==> config.mk <==
export PLATFORM = sky130hd
export DESIGN_NAME = afifo_wr_arbiter_flat
export DESIGN_NICKNAME = d
export VERILOG_FILES = /design/src/rtl/afifo_wr_arbiter_pkg.sv /design/src/rtl/afifo_wr_arbiter_if.sv /design/src/rtl/afifo_wr_arbiter_rr_pick.sv /design/src/rtl/afifo_wr_arbiter.sv /design/src/flat_wrapper.sv
export SDC_FILE = /design/constraint.sdc
export NUM_CORES = 1
export LEC_CHECK = 0
export ABC_AREA = 1
export CAP_MARGIN = 5
export CORE_MARGIN = 4
export CORE_UTILIZATION = 30
export DETAILED_ROUTE_END_ITERATION = 12
export GPL_ROUTABILITY_DRIVEN = 0
export PLACE_DENSITY = 0.87
export SYNTH_ARGS = -nofsm -noshare
export SYNTH_HDL_FRONTEND = slang
export SYNTH_SLANG_ARGS = --single-unit
==> constraint.sdc <==
create_clock -name i_master_clk -period 2 [get_ports i_master_clk]
set_clock_uncertainty 0.1 [all_clocks]
set_input_delay 0.6 -clock i_master_clk [delete_from_list [all_inputs] [get_ports i_master_clk]]
set_output_delay 0.6 -clock i_master_clk [all_outputs]
set_load 0.01 [all_outputs]
==> src/rtl/afifo_wr_arbiter_pkg.sv <==
// Shared types and helpers for the async-FIFO write-side arbiter and its pickers.
package afifo_pkg;

   typedef enum logic {
      ST_IDLE  = 1'b0,
      ST_BURST = 1'b1
   } arb_state_e;

   // Index width that stays usable when only one or two entries exist.
   function automatic int clog2_min1(input int n);
      return (n <= 2) ? 1 : $clog2(n);
   endfunction

endpackage

==> src/rtl/afifo_wr_arbiter_if.sv <==
// Requester-side and FIFO-side handshake bundle of the write arbiter.
// Handshake: a beat moves on a clock edge where valid and ready are both high; the
// source holds data/last stable while valid is high and ready is low.
interface afifo_wr_arbiter_if #(
   parameter int N_REQ  = 4,
   parameter int DATA_W = 32
);
   logic [N_REQ-1:0]        i_req_valid;
   logic [N_REQ-1:0]        o_req_ready;
   logic [N_REQ*DATA_W-1:0] i_req_data;
   logic [N_REQ-1:0]        i_req_last;
   logic                    o_fifo_valid;
   logic                    i_fifo_ready;
   logic [DATA_W-1:0]       o_fifo_data;

   modport slave (
      input  i_req_valid, i_req_data, i_req_last, i_fifo_ready,
      output o_req_ready, o_fifo_valid, o_fifo_data
   );

   modport master (
      output i_req_valid, i_req_data, i_req_last, i_fifo_ready,
      input  o_req_ready, o_fifo_valid, o_fifo_data
   );
endinterface

==> src/rtl/afifo_wr_arbiter_rr_pick.sv <==
// Combinational round-robin picker: first set request at or above ptr, wrapping.
module rr_pick
   import afifo_pkg::*;
#(
   parameter int N_REQ = 4,
   parameter int IDX_W = clog2_min1(N_REQ)
) (
   input  logic [N_REQ-1:0] req,
   input  logic [IDX_W-1:0] ptr,
   output logic             any,
   output logic [IDX_W-1:0] idx
);

   logic [IDX_W-1:0] cand;

   always_comb begin
      any  = 1'b0;
      idx  = '0;
      cand = '0;
      for (int i = 0; i < N_REQ; i++) begin
         // Explicit modulo keeps the wrap correct for non power-of-two counts.
         cand = IDX_W'((int'(ptr) + i) % N_REQ);
         if (!any && req[cand]) begin
            any = 1'b1;
            idx = cand;
         end
      end
   end

endmodule

==> src/rtl/afifo_wr_arbiter.sv <==
// Round-robin, burst-locking arbiter feeding one async-FIFO write port.
module afifo_wr_arbiter
   import afifo_pkg::*;
#(
   parameter int N_REQ     = 4,
   parameter int DATA_W    = 32,
   parameter int MAX_BURST = 16,
   parameter int IDX_W     = clog2_min1(N_REQ)
) (
   input  logic               i_master_clk,
   input  logic               i_master_reset_n,
   afifo_wr_arbiter_if.slave  bus,
   output logic [IDX_W-1:0]   o_grant_id,
   output logic               o_busy,
   output arb_state_e         o_state
);

   localparam int               CNT_W     = $clog2(MAX_BURST) + 1;
   localparam logic [CNT_W-1:0] LAST_BEAT = CNT_W'(MAX_BURST - 1);

   arb_state_e        state_q, state_d;
   logic [IDX_W-1:0]  grant_q, grant_d;
   logic [IDX_W-1:0]  rr_ptr_q, rr_ptr_d;
   logic [CNT_W-1:0]  beat_cnt_q, beat_cnt_d;

   logic              pick_any;
   logic [IDX_W-1:0]  pick_idx;

   logic              fifo_valid;
   logic [DATA_W-1:0] fifo_data;
   logic [N_REQ-1:0]  req_ready;

   logic [DATA_W-1:0] req_data [N_REQ];

   for (genvar k = 0; k < N_REQ; k++) begin : g_unpack
      assign req_data[k] = bus.i_req_data[k*DATA_W +: DATA_W];
   end

   rr_pick #(
      .N_REQ (N_REQ),
      .IDX_W (IDX_W)
   ) u_pick (
      .req (bus.i_req_valid),
      .ptr (rr_ptr_q),
      .any (pick_any),
      .idx (pick_idx)
   );

   always_ff @(posedge i_master_clk or negedge i_master_reset_n) begin
      if (!i_master_reset_n) begin
         state_q    <= ST_IDLE;
         grant_q    <= '0;
         rr_ptr_q   <= '0;
         beat_cnt_q <= '0;
      end else begin
         state_q    <= state_d;
         grant_q    <= grant_d;
         rr_ptr_q   <= rr_ptr_d;
         beat_cnt_q <= beat_cnt_d;
      end
   end

   always_comb begin
      state_d    = state_q;
      grant_d    = grant_q;
      rr_ptr_d   = rr_ptr_q;
      beat_cnt_d = beat_cnt_q;
      fifo_valid = 1'b0;
      fifo_data  = '0;
      req_ready  = '0;
      unique case (state_q)
         ST_IDLE: begin
            if (pick_any) begin
               grant_d    = pick_idx;
               beat_cnt_d = '0;
               state_d    = ST_BURST;
            end
         end
         ST_BURST: begin
            // Grant stays locked even while the owner has nothing to send.
            fifo_valid         = bus.i_req_valid[grant_q];
            fifo_data          = req_data[grant_q];
            req_ready[grant_q] = bus.i_fifo_ready;
            if (fifo_valid && bus.i_fifo_ready) begin
               beat_cnt_d = beat_cnt_q + 1'b1;
               if (bus.i_req_last[grant_q] || (beat_cnt_q == LAST_BEAT)) begin
                  state_d  = ST_IDLE;
                  rr_ptr_d = (grant_q == IDX_W'(N_REQ - 1)) ? '0 : grant_q + 1'b1;
               end
            end
         end
         default: state_d = ST_IDLE;
      endcase
   end

   assign bus.o_fifo_valid = fifo_valid;
   assign bus.o_fifo_data  = fifo_data;
   assign bus.o_req_ready  = req_ready;
   assign o_grant_id       = grant_q;
   assign o_busy           = (state_q == ST_BURST);
   assign o_state          = state_q;

endmodule

==> src/flat_wrapper.sv <==
// flat-port wrapper written by rule: the top's interface ports become plain ports
module afifo_wr_arbiter_flat import afifo_pkg::*;
#(
   parameter int N_REQ     = 4,
   parameter int DATA_W    = 32,
   parameter int MAX_BURST = 16,
   parameter int IDX_W     = clog2_min1(N_REQ)
)
  (i_master_clk, i_master_reset_n, o_grant_id, o_busy, o_state, bus_i_req_valid, bus_i_req_data, bus_i_req_last, bus_i_fifo_ready, bus_o_req_ready, bus_o_fifo_valid, bus_o_fifo_data);
  afifo_wr_arbiter_if #(.N_REQ(N_REQ), .DATA_W(DATA_W)) bus_i ();
  input  logic i_master_clk;
  input  logic i_master_reset_n;
  output logic [IDX_W-1:0] o_grant_id;
  output logic o_busy;
  output arb_state_e o_state;
  input wire logic [$bits(bus_i.i_req_valid)-1:0] bus_i_req_valid;
  input wire logic [$bits(bus_i.i_req_data)-1:0] bus_i_req_data;
  input wire logic [$bits(bus_i.i_req_last)-1:0] bus_i_req_last;
  input wire logic [$bits(bus_i.i_fifo_ready)-1:0] bus_i_fifo_ready;
  output wire logic [$bits(bus_i.o_req_ready)-1:0] bus_o_req_ready;
  output wire logic [$bits(bus_i.o_fifo_valid)-1:0] bus_o_fifo_valid;
  output wire logic [$bits(bus_i.o_fifo_data)-1:0] bus_o_fifo_data;
  assign bus_i.i_req_valid = bus_i_req_valid;
  assign bus_i.i_req_data = bus_i_req_data;
  assign bus_i.i_req_last = bus_i_req_last;
  assign bus_i.i_fifo_ready = bus_i_fifo_ready;
  assign bus_o_req_ready = bus_i.o_req_ready;
  assign bus_o_fifo_valid = bus_i.o_fifo_valid;
  assign bus_o_fifo_data = bus_i.o_fifo_data;
  afifo_wr_arbiter #(.N_REQ(N_REQ), .DATA_W(DATA_W), .MAX_BURST(MAX_BURST), .IDX_W(IDX_W)) u_core (.i_master_clk(i_master_clk), .i_master_reset_n(i_master_reset_n), .bus(bus_i), .o_grant_id(o_grant_id), .o_busy(o_busy), .o_state(o_state));
endmodule
==> impl_results.md, run 1 <==
* Max Clock Freq at 451.3 MHz
* Setup ws final at -0.2158 ns
* Share of cells above drive strength 1 at 20.24%
* Final setup vio count at 45
* Routed WL per cell at 15.63 um
* Worst Path Arrival at 1.52 ns
* Cell variety after synth at 27
* Post-Syn Area per Cell at 5.097 um2
* Clock buffer count from CTS at 3
* Fin. Hold Viols at 0
* FF-to-FF Start: u_core.o_grant_id[0]$_DFFE_PN0P_
* Kind of critical path: flip-flop to output port
* Die Ht at 89.92 um
* Core area at 6422 um2
* Final min period at 2.216 ns
* CTS max path bufs at 2
* Status: finished, violations left
* # diodes at 0
* TritonCTS clock tree: yes
* Effective utilization at floorplan at 31.35%
* Yosys warnings at 0
* Hold Path Cell Cnt at 2
* Worst Path Max Fanout at 14
* Most common cell after layout, fill and taps aside: nor2_1
* DR vias at 3350
* Area growth syn-to-layout at 105.4%
* Final period utilization at 110.8%
* CP Capture Type: output port
* # hold bufs at CTS at 0
* Failing checks: setup timing
* Synth Net Count at 540
* Cell count of the worst reg-to-reg path at 14
* GRT Util Overall at 22.38%
* Die X at 89.92 um
* Max-cap viol count at 0
* # H-tree levels at 1
* Slew headroom at 67.49%
* Hold path start: u_core.beat_cnt_q[4]$_DFFE_PN0P_
* Vias/cell at 5.038
* Static leakage at 2.016 nW
* First-pass GRT wire length at 15430 um
* DP Wirelength at 7394 um
* Commonest non-fill, non-tap cells in the layout: nor2_1 (133), dlygate4sd2_1 (75), clkdlybuf4s50_1 (65), o21ai_1 (64), nand2_1 (47)
* Critical Path Start Type: flip-flop
* Synthesized instance count at 395
* Slew @ Worst Pin at 0.4861 ns
* Port Buffers at 179
* Detailed router's first-iteration violation count at 134
* Power Dens Cells at 1245 nW/um2
* HP Class: flip-flop to flip-flop
* Vias in the first global route at 3137
* Fill cells at 597
* Crit path launch: u_core.o_grant_id[0]$_DFFE_PN0P_
* Remaining DRCs at 0
* Clk_lat worst skew at 0.25 ns
* Antenna Nets Post-Route at 0
* Root buffer cell: clkbuf_8
* CTS clk-pin slew, worst paths at 0.05 ns
* Overflow after GRT at 0
* Largest net degree at the start of global routing at 45
* Mapped Area at 2013 um2
* Worst EP required at 1.30 ns
* Final core occ at 64.39%
* Nets at 734
* Power Total at 0.005149 W
* RSZ-0062 raised after global routing: yes
* R2r endpoint: u_core.beat_cnt_q[3]$_DFFE_PN0P_
* 1st-pass router iterations at 5
* Peak supply drop at 0.9682 mV
* Row Count at 29
* Worst Hold End: u_core.beat_cnt_q[4]$_DFFE_PN0P_
* Non-filler instance count after layout at 665
* Die area at 8086 um2
* Initial antenna violation count at 0
* R2R Setup Slk at -0.08 ns
* Seq/Total Area, Yosys at 12.43%
* Max Slew Vio Count at 0
* CTS Sinks at 10
* Ports at 180
* WL final at 10390 um
* #FFs+latches synth at 10
* Placed insts at 646
==> report_power, final <==
part	leakage (nW)	switching (W)	total [W]	internal [W]
combinational	1.87	0.00247	0.00452	0.00205
clock	0.0228	0.0000916	0.000232	0.000141
sequential	0.124	0.000109	0.000396	0.000287
==> worst max-delay path by stage <==
stage / endpoint / slack [ns] / cells after the start
2_1_floorplan: bus_o_req_ready[0] / -0.02 / 7
3_3_place_gp: bus_o_fifo_valid / -0.75 / 6
3_5_place_dp: bus_o_fifo_valid / -0.79 / 6
4_1_cts: bus_o_fifo_data[18] / -0.18 / 6
5_1_grt: bus_o_fifo_valid / -0.25 / 6
6_report: bus_o_fifo_valid / -0.22 / 6
==> kinds of logic (layout without fill, tap and decap cells) <==
logic type	Yosys count	in the layout	share of synthesized area, %
AND/OR/NAND/NOR	224	224	46.18
AO/OA/AOI/OAI	106	106	26.73
buffers and inverters	49	242	10.94
flip-flops	10	10	12.43
adder cells (fa/ha/maj)	6	6	3.729
==> area by class of cell <==
type / count / area (um2) / share of cell area (%)
Clock buffer: 4 / 45.04 / 1.089
Timing Repair Buffer: 216 / 2018 / 48.80
Sequential cell: 10 / 252.7 / 6.112
Inverter: 22 / 92.59 / 2.239
Tap cell: 77 / 96.34 / 2.330
Multi-Input combinational cell: 336 / 1630 / 39.42
==> metrics by stage <==
step	hold WS (ns)	cell area (um2)	setup TNS [ns]	worst slack, ns
final	0.4002	4135	-5.882	-0.2158
after global routing	0.4632	4135	-8.710	-0.2485
after CTS	0.4035	3887	-5.031	-0.1817
after detailed placement	0.3910	4020	-26.70	-0.7886
after global placement	0.3803	4020	-25.64	-0.7464
after floorplan	0.2044	2032	-0.02303	-0.02303
==> cell usage after synthesis <==
cell type,count,area [um2]
nand2_1,48,180.2
buf_1,3,11.26
clkinv_1,1,3.750
nand4_1,2,12.51
o21ai_0,66,330.3
clkbuf_1,11,41.29
buf_2,8,40.04
buf_6,2,22.52
buf_4,3,22.52
nor2_4,1,11.26
and2_1,1,6.260
nand3b_1,1,7.510
inv_1,15,56.30
a31oi_1,1,6.260
nor2_1,143,536.8
o21ai_1,2,10.01
nand3_1,14,70.07
or2_1,2,12.51
dfrtp_1,10,250.2
a21oi_1,35,175.2
nand2_4,2,22.52
ha_1,6,75.07
o21ai_2,1,8.760
inv_2,6,22.52
o21a_1,1,7.510
nand2_2,8,50.05
nand3_2,2,20.02
==> flip-flops by register name, summed over array words and instances, names as in the netlist <==
name and flops:
u_core.beat_cnt_q 5, u_core.o_grant_id 2, u_core.rr_ptr_q 2, u_core.o_busy 1
==> per-layer routing <==
metal / global-route usage (%) / up-vias / share of wire [%]
met3: 3.422 / 20 / 5.7
met2: 42.04 / 141 / 52
met1: 26.89 / 1528 / 41
met5: 0 / - / 0
met4: 4.464 / 0 / 1.8
li1: - / 1661 / -
==> worst max-delay path: stages (launching register included) <==
cell	delay [ns]
dfrtp_2	0.41
buf_12	0.15
clkbuf_16	0.18
a21oi_4	0.15
o21ai_2	0.08
a21oi_2	0.15
buf_2	0.14
==> timing repair <==
action,4_1_cts,5_1_grt
gates resized for setup,299,27
pin swaps,120,8
cloned,0,5
setup endpoints to repair,40,47
buffers inserted,7,3
Note: power is estimated with default switching activity, not from simulation.
==> inputs of run 2 (changes only) <==
- MAX_ROUTING_LAYER: not set -> met4
- SLEW_MARGIN: not set -> 20
==> run 2 against run 1 <==
The run still ends with setup timing left. Worst hold slack gained 0.00084 ns. Sequential cell count stayed put. Combinational power hardly changed. Design area shrank 0.36%. Routed wire length rose by 0.12%. Setup slack got worse by 0.012 ns. First-iteration DRC count grew 24%. Critical path depth unchanged. Clock power up 3%. Global-route usage increased by 0.58 points. Critical path type unchanged. Largest cell class unchanged. Largest power group unchanged.
==> impl_results.md, run 2 (synthesized netlist as in run 1, its figures left out) <==
* Ports at 180 (unchanged)
* Status: finished, violations left
* # diodes at 0 (unchanged)
* # H-tree levels at 1 (unchanged)
* Routed WL per cell at 15.64 um (+0.12%)
* WL final at 10400 um (+0.12%)
* HP Class: flip-flop to flip-flop
* # hold bufs at CTS at 0 (unchanged)
* Setup ws final at -0.2279 ns (-0.01210 ns)
* Clk_lat worst skew at 0.25 ns (about the same)
* Vias in the first global route at 3140 (+0.096%)
* 1st-pass router iterations at 5 (unchanged)
* Final period utilization at 111.4% (+0.61 points)
* Failing checks: setup timing
* Remaining DRCs at 0 (unchanged)
* Final setup vio count at 45 (unchanged)
* Static leakage at 2.019 nW (+0.18%)
* Worst EP required at 1.30 ns (about the same)
* Die X at 89.92 um (unchanged)
* Placed insts at 646 (unchanged)
* Area growth syn-to-layout at 104.7%
* DP Wirelength at 7394 um (unchanged)
* Worst Hold End: u_core.beat_cnt_q[4]$_DFFE_PN0P_
* Power Dens Cells at 1246 nW/um2 (about the same)
* Peak supply drop at 0.9443 mV (-2.5%)
* CTS clk-pin slew, worst paths at 0.06 ns (about the same)
* Die Ht at 89.92 um (unchanged)
* Effective utilization at floorplan at 31.35% (unchanged)
* Largest stage delay on the critical path at 0.41 ns (about the same)
* Largest net degree at the start of global routing at 45 (unchanged)
* Register bank with the most flops: u_core.beat_cnt_q
* CTS Sinks at 10 (unchanged)
* GRT Util Overall at 22.96% (+0.58 points)
* Max Clock Freq at 448.9 MHz (-0.54%)
* Worst Path Max Fanout at 13 (-1)
* Root buffer cell: clkbuf_8
* CTS max path bufs at 2 (unchanged)
* Non-filler instance count after layout at 665 (unchanged)
* Fill cells at 590 (-1.2%)
* R2R Setup Slk at -0.09 ns (about the same)
* Vias/cell at 5.047 (+0.18%)
* Port Buffers at 179 (unchanged)
* Initial antenna violation count at 0 (unchanged)
* Most common cell after layout, fill and taps aside: nor2_1
* Max FFs per register at 5 (unchanged)
* First-pass GRT wire length at 15430 um (unchanged)
* Detailed router's first-iteration violation count at 166 (+24%)
* Cells along the critical path: buf_12, clkbuf_16, a21oi_4, o21ai_2, a21oi_2, buf_2
* TritonCTS clock tree: yes
* Slew headroom at 65.25% (-2.2 points)
* Max Slew Vio Count at 0 (unchanged)
* Commonest non-fill, non-tap cells in the layout: nor2_1 (132), dlygate4sd2_1 (74), o21ai_1 (65), clkdlybuf4s50_1 (64), nand2_1 (47)
* R2r endpoint: u_core.beat_cnt_q[3]$_DFFE_PN0P_
* Share of cells above drive strength 1 at 20.58% (+0.34 points)
* Nets at 734 (unchanged)
* Fin. Hold Viols at 0 (unchanged)
* Clock buffer count from CTS at 3 (unchanged)
* Crit-path slowest cell: dfrtp_2
* Hold Path Cell Cnt at 2 (unchanged)
* Cell count of the worst reg-to-reg path at 14 (unchanged)
* Row Count at 29 (unchanged)
* DR vias at 3356 (+0.18%)
* Critical Path Start Type: flip-flop
* FF-to-FF Start: u_core.o_grant_id[0]$_DFFE_PN0P_
* RSZ-0062 raised after global routing: yes
* Overflow after GRT at 0 (unchanged)
* Hold path start: u_core.beat_cnt_q[4]$_DFFE_PN0P_
* Max-cap viol count at 0 (unchanged)
* CP Capture Type: output port
* Slew @ Worst Pin at 0.5196 ns (+0.03353 ns)
* Core area at 6422 um2 (unchanged)
* Worst Path Arrival at 1.53 ns (about the same)
* Antenna Nets Post-Route at 0 (unchanged)
* Kind of critical path: flip-flop to output port
* Die area at 8086 um2 (unchanged)
* Final min period at 2.228 ns (+0.01210 ns)
* Post-Route Setup TNS at -5.856 ns (+0.02567 ns)
## run 2: cell count changes in the layout (fill, tap and decap cells not counted), sizes merged
| cell | delta |
|---|---|
| buf | +1 |
| clkdlybuf4s50 | -1 |
| dlygate4sd2 | -1 |
| dlymetal6s2s | +1 |
## run 2: cell type report
class / count / area [um2] / area share (%)
timing repair buffer: 216 / 2003 / 48.62
multi-input combinational: 336 / 1630 / 39.57
sequential: 10 / 252.7 / 6.134
tap: 77 / 96.34 / 2.338
inverter: 22 / 92.59 / 2.247
clock buffer: 4 / 45.04 / 1.093
## run 2: how the worst max path moves through the flow
stage                               end  slack [ns]  cells past startpoint                              from
detailed placement     bus_o_fifo_valid       -0.79                      6                bus_i_req_valid[2]
global route           bus_o_fifo_valid       -0.27                      7  u_core.o_grant_id[0]$_DFFE_PN0P_
global placement       bus_o_fifo_valid       -0.75                      6                bus_i_req_valid[2]
CTS                 bus_o_fifo_data[18]       -0.18                      6  u_core.o_grant_id[0]$_DFFE_PN0P_
floorplan            bus_o_req_ready[0]       -0.02                      7  u_core.o_grant_id[0]$_DFFE_PN0P_
finish                 bus_o_fifo_valid       -0.23                      6  u_core.o_grant_id[0]$_DFFE_PN0P_
## run 2: power by group
part / leakage (nW) / total, W / switching, W / internal (W)
combinational: 1.87 / 0.00450 / 0.00247 / 0.00203
clock: 0.0228 / 0.000238 / 0.0000968 / 0.000141
sequential: 0.124 / 0.000398 / 0.000111 / 0.000287
total: 2.02 / 0.00513 / 0.00268 / 0.00246
## run 2: stage by stage
stage | utilization, % | area (um2) | setup slack (ns) | total power [W] | hold WS (ns)
2_1_floorplan | - | 2032 | -0.02303 | 0.002703 | 0.2044
3_3_place_gp | 62.60 | 4020 | -0.7464 | 0.004601 | 0.3803
3_5_place_dp | 62.60 | 4020 | -0.7886 | 0.004689 | 0.3910
4_1_cts | 60.53 | 3887 | -0.1817 | 0.004625 | 0.4035
5_1_grt | 64.15 | 4120 | -0.2653 | 0.005534 | 0.4632
6_report | 64.15 | 4120 | -0.2279 | 0.005135 | 0.4010
## run 2: repair_timing
item                       in CTS  in global routing
resized for setup             299                 31
cloned                          0                  5
setup buffers                   7                  3
pin swaps                     120                 10
setup endpoints to repair      40                 47
## run 2: critical path, delay by kind of cell (launching register included)
family | cells | cell delay [ns]
buffers and inverters | 3 | 0.47
flip-flops | 1 | 0.41
AO/OA/AOI/OAI | 3 | 0.38
## run 2: layer usage
layer,track usage (%),vias to the layer above,share of wire [%]
met5,-,-,0
met4,4.464,0,2.0
met3,3.422,20,7.1
met2,42.04,148,51
met1,26.74,1526,40
li1,-,1662,-
==> inputs of run 3 (changes only) <==
- CAP_MARGIN: 5 -> 20
- clock period: 2 -> 2.65 ns (I/O delays scaled with it)
==> run 3 against run 2 <==
The run now ends clean. Critical path depth unchanged. First-iteration DRC count decreased by 13%. Critical path type is now primary input to output port. Non-clock buffer count decreased by 14. Combinational power decreased by 35%. Largest power group unchanged. Worst hold slack improved by 0.00097 ns. Critical endpoint is now bus_o_fifo_data[6]. Clock power decreased by 18%. Setup slack improved by 0.23 ns. Global-route usage decreased by 0.57 points. Sequential power decreased by 24%.
==> impl_results.md, run 3 (synthesized netlist as in run 1, its figures left out) <==
* Peak supply drop at 0.3950 mV (-58%)
* Root buffer cell: clkbuf_8
* Non-filler instance count after layout at 651 (-2.1%)
* Hold path start: u_core.beat_cnt_q[4]$_DFFE_PN0P_
* TritonCTS clock tree: yes
* Nets at 720 (-1.9%)
* Overflow after GRT at 0 (unchanged)
* Ports at 180 (unchanged)
* Area growth syn-to-layout at 97.02%
* Share of cells above drive strength 1 at 16.38% (-4.2 points)
* Die X at 89.92 um (unchanged)
* Initial antenna violation count at 0 (unchanged)
* Place WS at -0.4970 ns (+0.2915 ns)
* R2r endpoint: u_core.rr_ptr_q[0]$_DFFE_PN0P_
* HP Class: flip-flop to flip-flop
* # H-tree levels at 1 (unchanged)
* CTS max path bufs at 2 (unchanged)
* Worst Hold End: u_core.beat_cnt_q[4]$_DFFE_PN0P_
* Setup ws final at 0.004787 ns (+0.2327 ns)
* Reg power frac at 8.8% (+1.1 points)
* WL final at 9872 um (-5.1%)
* Kind of critical path: primary input to output port
* FF-to-FF Start: u_core.o_grant_id[0]$_DFFE_PN0P_
* Vias/cell at 4.991 (-1.1%)
* Most common cell after layout, fill and taps aside: nor2_1
* DR vias at 3249 (-3.2%)
* CTS Sinks at 10 (unchanged)
* Worst EP required at 1.76 ns (+0.46 ns)
* Die area at 8086 um2 (unchanged)
* First-pass GRT wire length at 14670 um (-4.9%)
* Max Clock Freq at 378.0 MHz
* Clock power share at 5.7% (+1.1 points)
* # hold bufs at CTS at 0 (unchanged)
* Slew @ Worst Pin at 0.4623 ns (-0.05732 ns)
* Cell internal pwr at 0.001583 W (-36%)
* Largest net degree at the start of global routing at 35 (-22%)
* Max FFs per register at 5 (unchanged)
* Core area at 6422 um2 (unchanged)
* Clk_lat worst skew at 0.24 ns (about the same)
* Sw frac at 54.01% (+1.9 points)
* Fin. Hold Viols at 0 (unchanged)
* CP Capture Type: output port
* Antenna Nets Post-Route at 0 (unchanged)
* Clock buffer count from CTS at 3 (unchanged)
* Slew headroom at 69.09% (+3.8 points)
* Final min period at 2.645 ns
* Static leakage at 2.132 nW (+5.6%)
* CTS clk-pin slew, worst paths at 0.05 ns (about the same)
* Max-cap viol count at 0 (unchanged)
* Worst Path Arrival at 1.75 ns (+0.22 ns)
* Power Dens Cells at 867.9 nW/um2 (-30%)
* Critical Path Start Type: primary input
* Max Slew Vio Count at 0 (unchanged)
* RSZ-0062 raised after global routing: yes
* R2R Setup Slk at 0.43 ns (+0.52 ns)
* Remaining DRCs at 0 (unchanged)
* Commonest non-fill, non-tap cells in the layout: nor2_1 (142), clkdlybuf4s50_1 (88), o21ai_1 (63), nand2_1 (47), dlymetal6s2s_1 (39)
* Placed insts at 643 (-0.46%)
* GRT Util Overall at 22.39% (-0.57 points)
* Hold Path Cell Cnt at 2 (unchanged)
* Net Sw Power at 0.001859 W (-31%)
* Final setup vio count at 0 (-100%)
* 1st-pass router iterations at 4 (-1)
* # diodes at 0 (unchanged)
* Die Ht at 89.92 um (unchanged)
* Final period utilization at 99.82%
* Vias in the first global route at 2973 (-5.3%)
* Status: finished clean
* DP Wirelength at 7629 um (+3.2%)
* Routed WL per cell at 15.16 um (-3.1%)
* Detailed router's first-iteration violation count at 144 (-13%)
* Effective utilization at floorplan at 31.35% (unchanged)
* Row Count at 29 (unchanged)
* Register bank with the most flops: u_core.beat_cnt_q
* Worst Path Max Fanout at 1 (-12)
* Gate power share at 85.5% (-2.1 points)
* Cell count of the worst reg-to-reg path at 14 (unchanged)
* Port Buffers at 179 (unchanged)
==> run 3: cell count changes in the layout (fill, tap and decap cells not counted), moves of 7 or more <==
cell             delta
dlygate4sd2_1      -59
dlymetal6s2s_1     +36
clkdlybuf4s50_1    +24
nor2_1             +10
nor2_2             -10
buf_6               -7
==> run 3: worst max-delay path, cell delays in order <==
cell and delay (ns):
clkdlybuf4s50_1 0.46, nor2_1 0.04, nor2_1 0.08, o21ai_1 0.07
a21oi_1 0.15, buf_2 0.15
==> run 3: worst max-delay path by stage <==
stage	start	to	slack (ns)	depth (start not counted)
after global placement	bus_i_req_data[9]	bus_o_fifo_data[9]	-0.48	6
after global routing	bus_i_req_data[92]	bus_o_fifo_data[28]	-0.09	6
final	bus_i_req_data[70]	bus_o_fifo_data[6]	0.005	6
after floorplan	u_core.o_grant_id[1]$_DFFE_PN0P_	bus_o_req_ready[0]	0.36	6
after detailed placement	bus_i_req_valid[1]	bus_o_fifo_valid	-0.50	6
after CTS	bus_i_req_data[21]	bus_o_fifo_data[21]	-0.02	6
==> run 3: power by group through the flow <==
stage	sequential [W]	clock, W	combinational, W
after floorplan	0.000273	0	0.00174
after global placement	0.000300	0	0.00310
after detailed placement	0.000304	0	0.00317
after CTS	0.000302	0.000202	0.00290
after global routing	0.000318	0.000208	0.00321
final	0.000304	0.000196	0.00294
==> run 3: repair_timing <==
item,CTS,global route
setup buffers,4,0
pin swaps,21,50
gates resized for setup,183,87
endpoints found under the setup margin,37,31
==> run 3: layout make-up <==
type,count,area [um2]
repair buffers,202,1914
multi-input cells,336,1567
fillers,602,2456
clock buffers,4,55.05
well taps,77,96.34
inverters,22,82.58
flip-flops and latches,10,251.5
==> run 3: per-stage QoR <==
stage               area [um2]  utilization (%)  hold WS [ns]  total power (W)   TNS, ns
CTS                       3880            60.41        0.4094         0.003406  -0.03524
finish                    3966            61.76        0.4020         0.003443         0
detailed placement        3958            61.62        0.3977         0.003476    -15.36
floorplan                 2013                -        0.3682         0.002014         0
global placement          3958            61.62        0.3820         0.003399    -14.85
global route              3966            61.76        0.4579         0.003739   -0.1164
==> run 3: layer usage <==
| layer | vias up | part of all wire, % | track usage (%) |
|---|---|---|---|
| met2 | 167 | 51 | 42.54 |
| li1 | 1631 | - | - |
| met3 | 18 | 7.9 | 4.591 |
| met1 | 1433 | 40 | 24.17 |
| met4 | 0 | 1.7 | 4.082 |
| met5 | - | 0 | - |
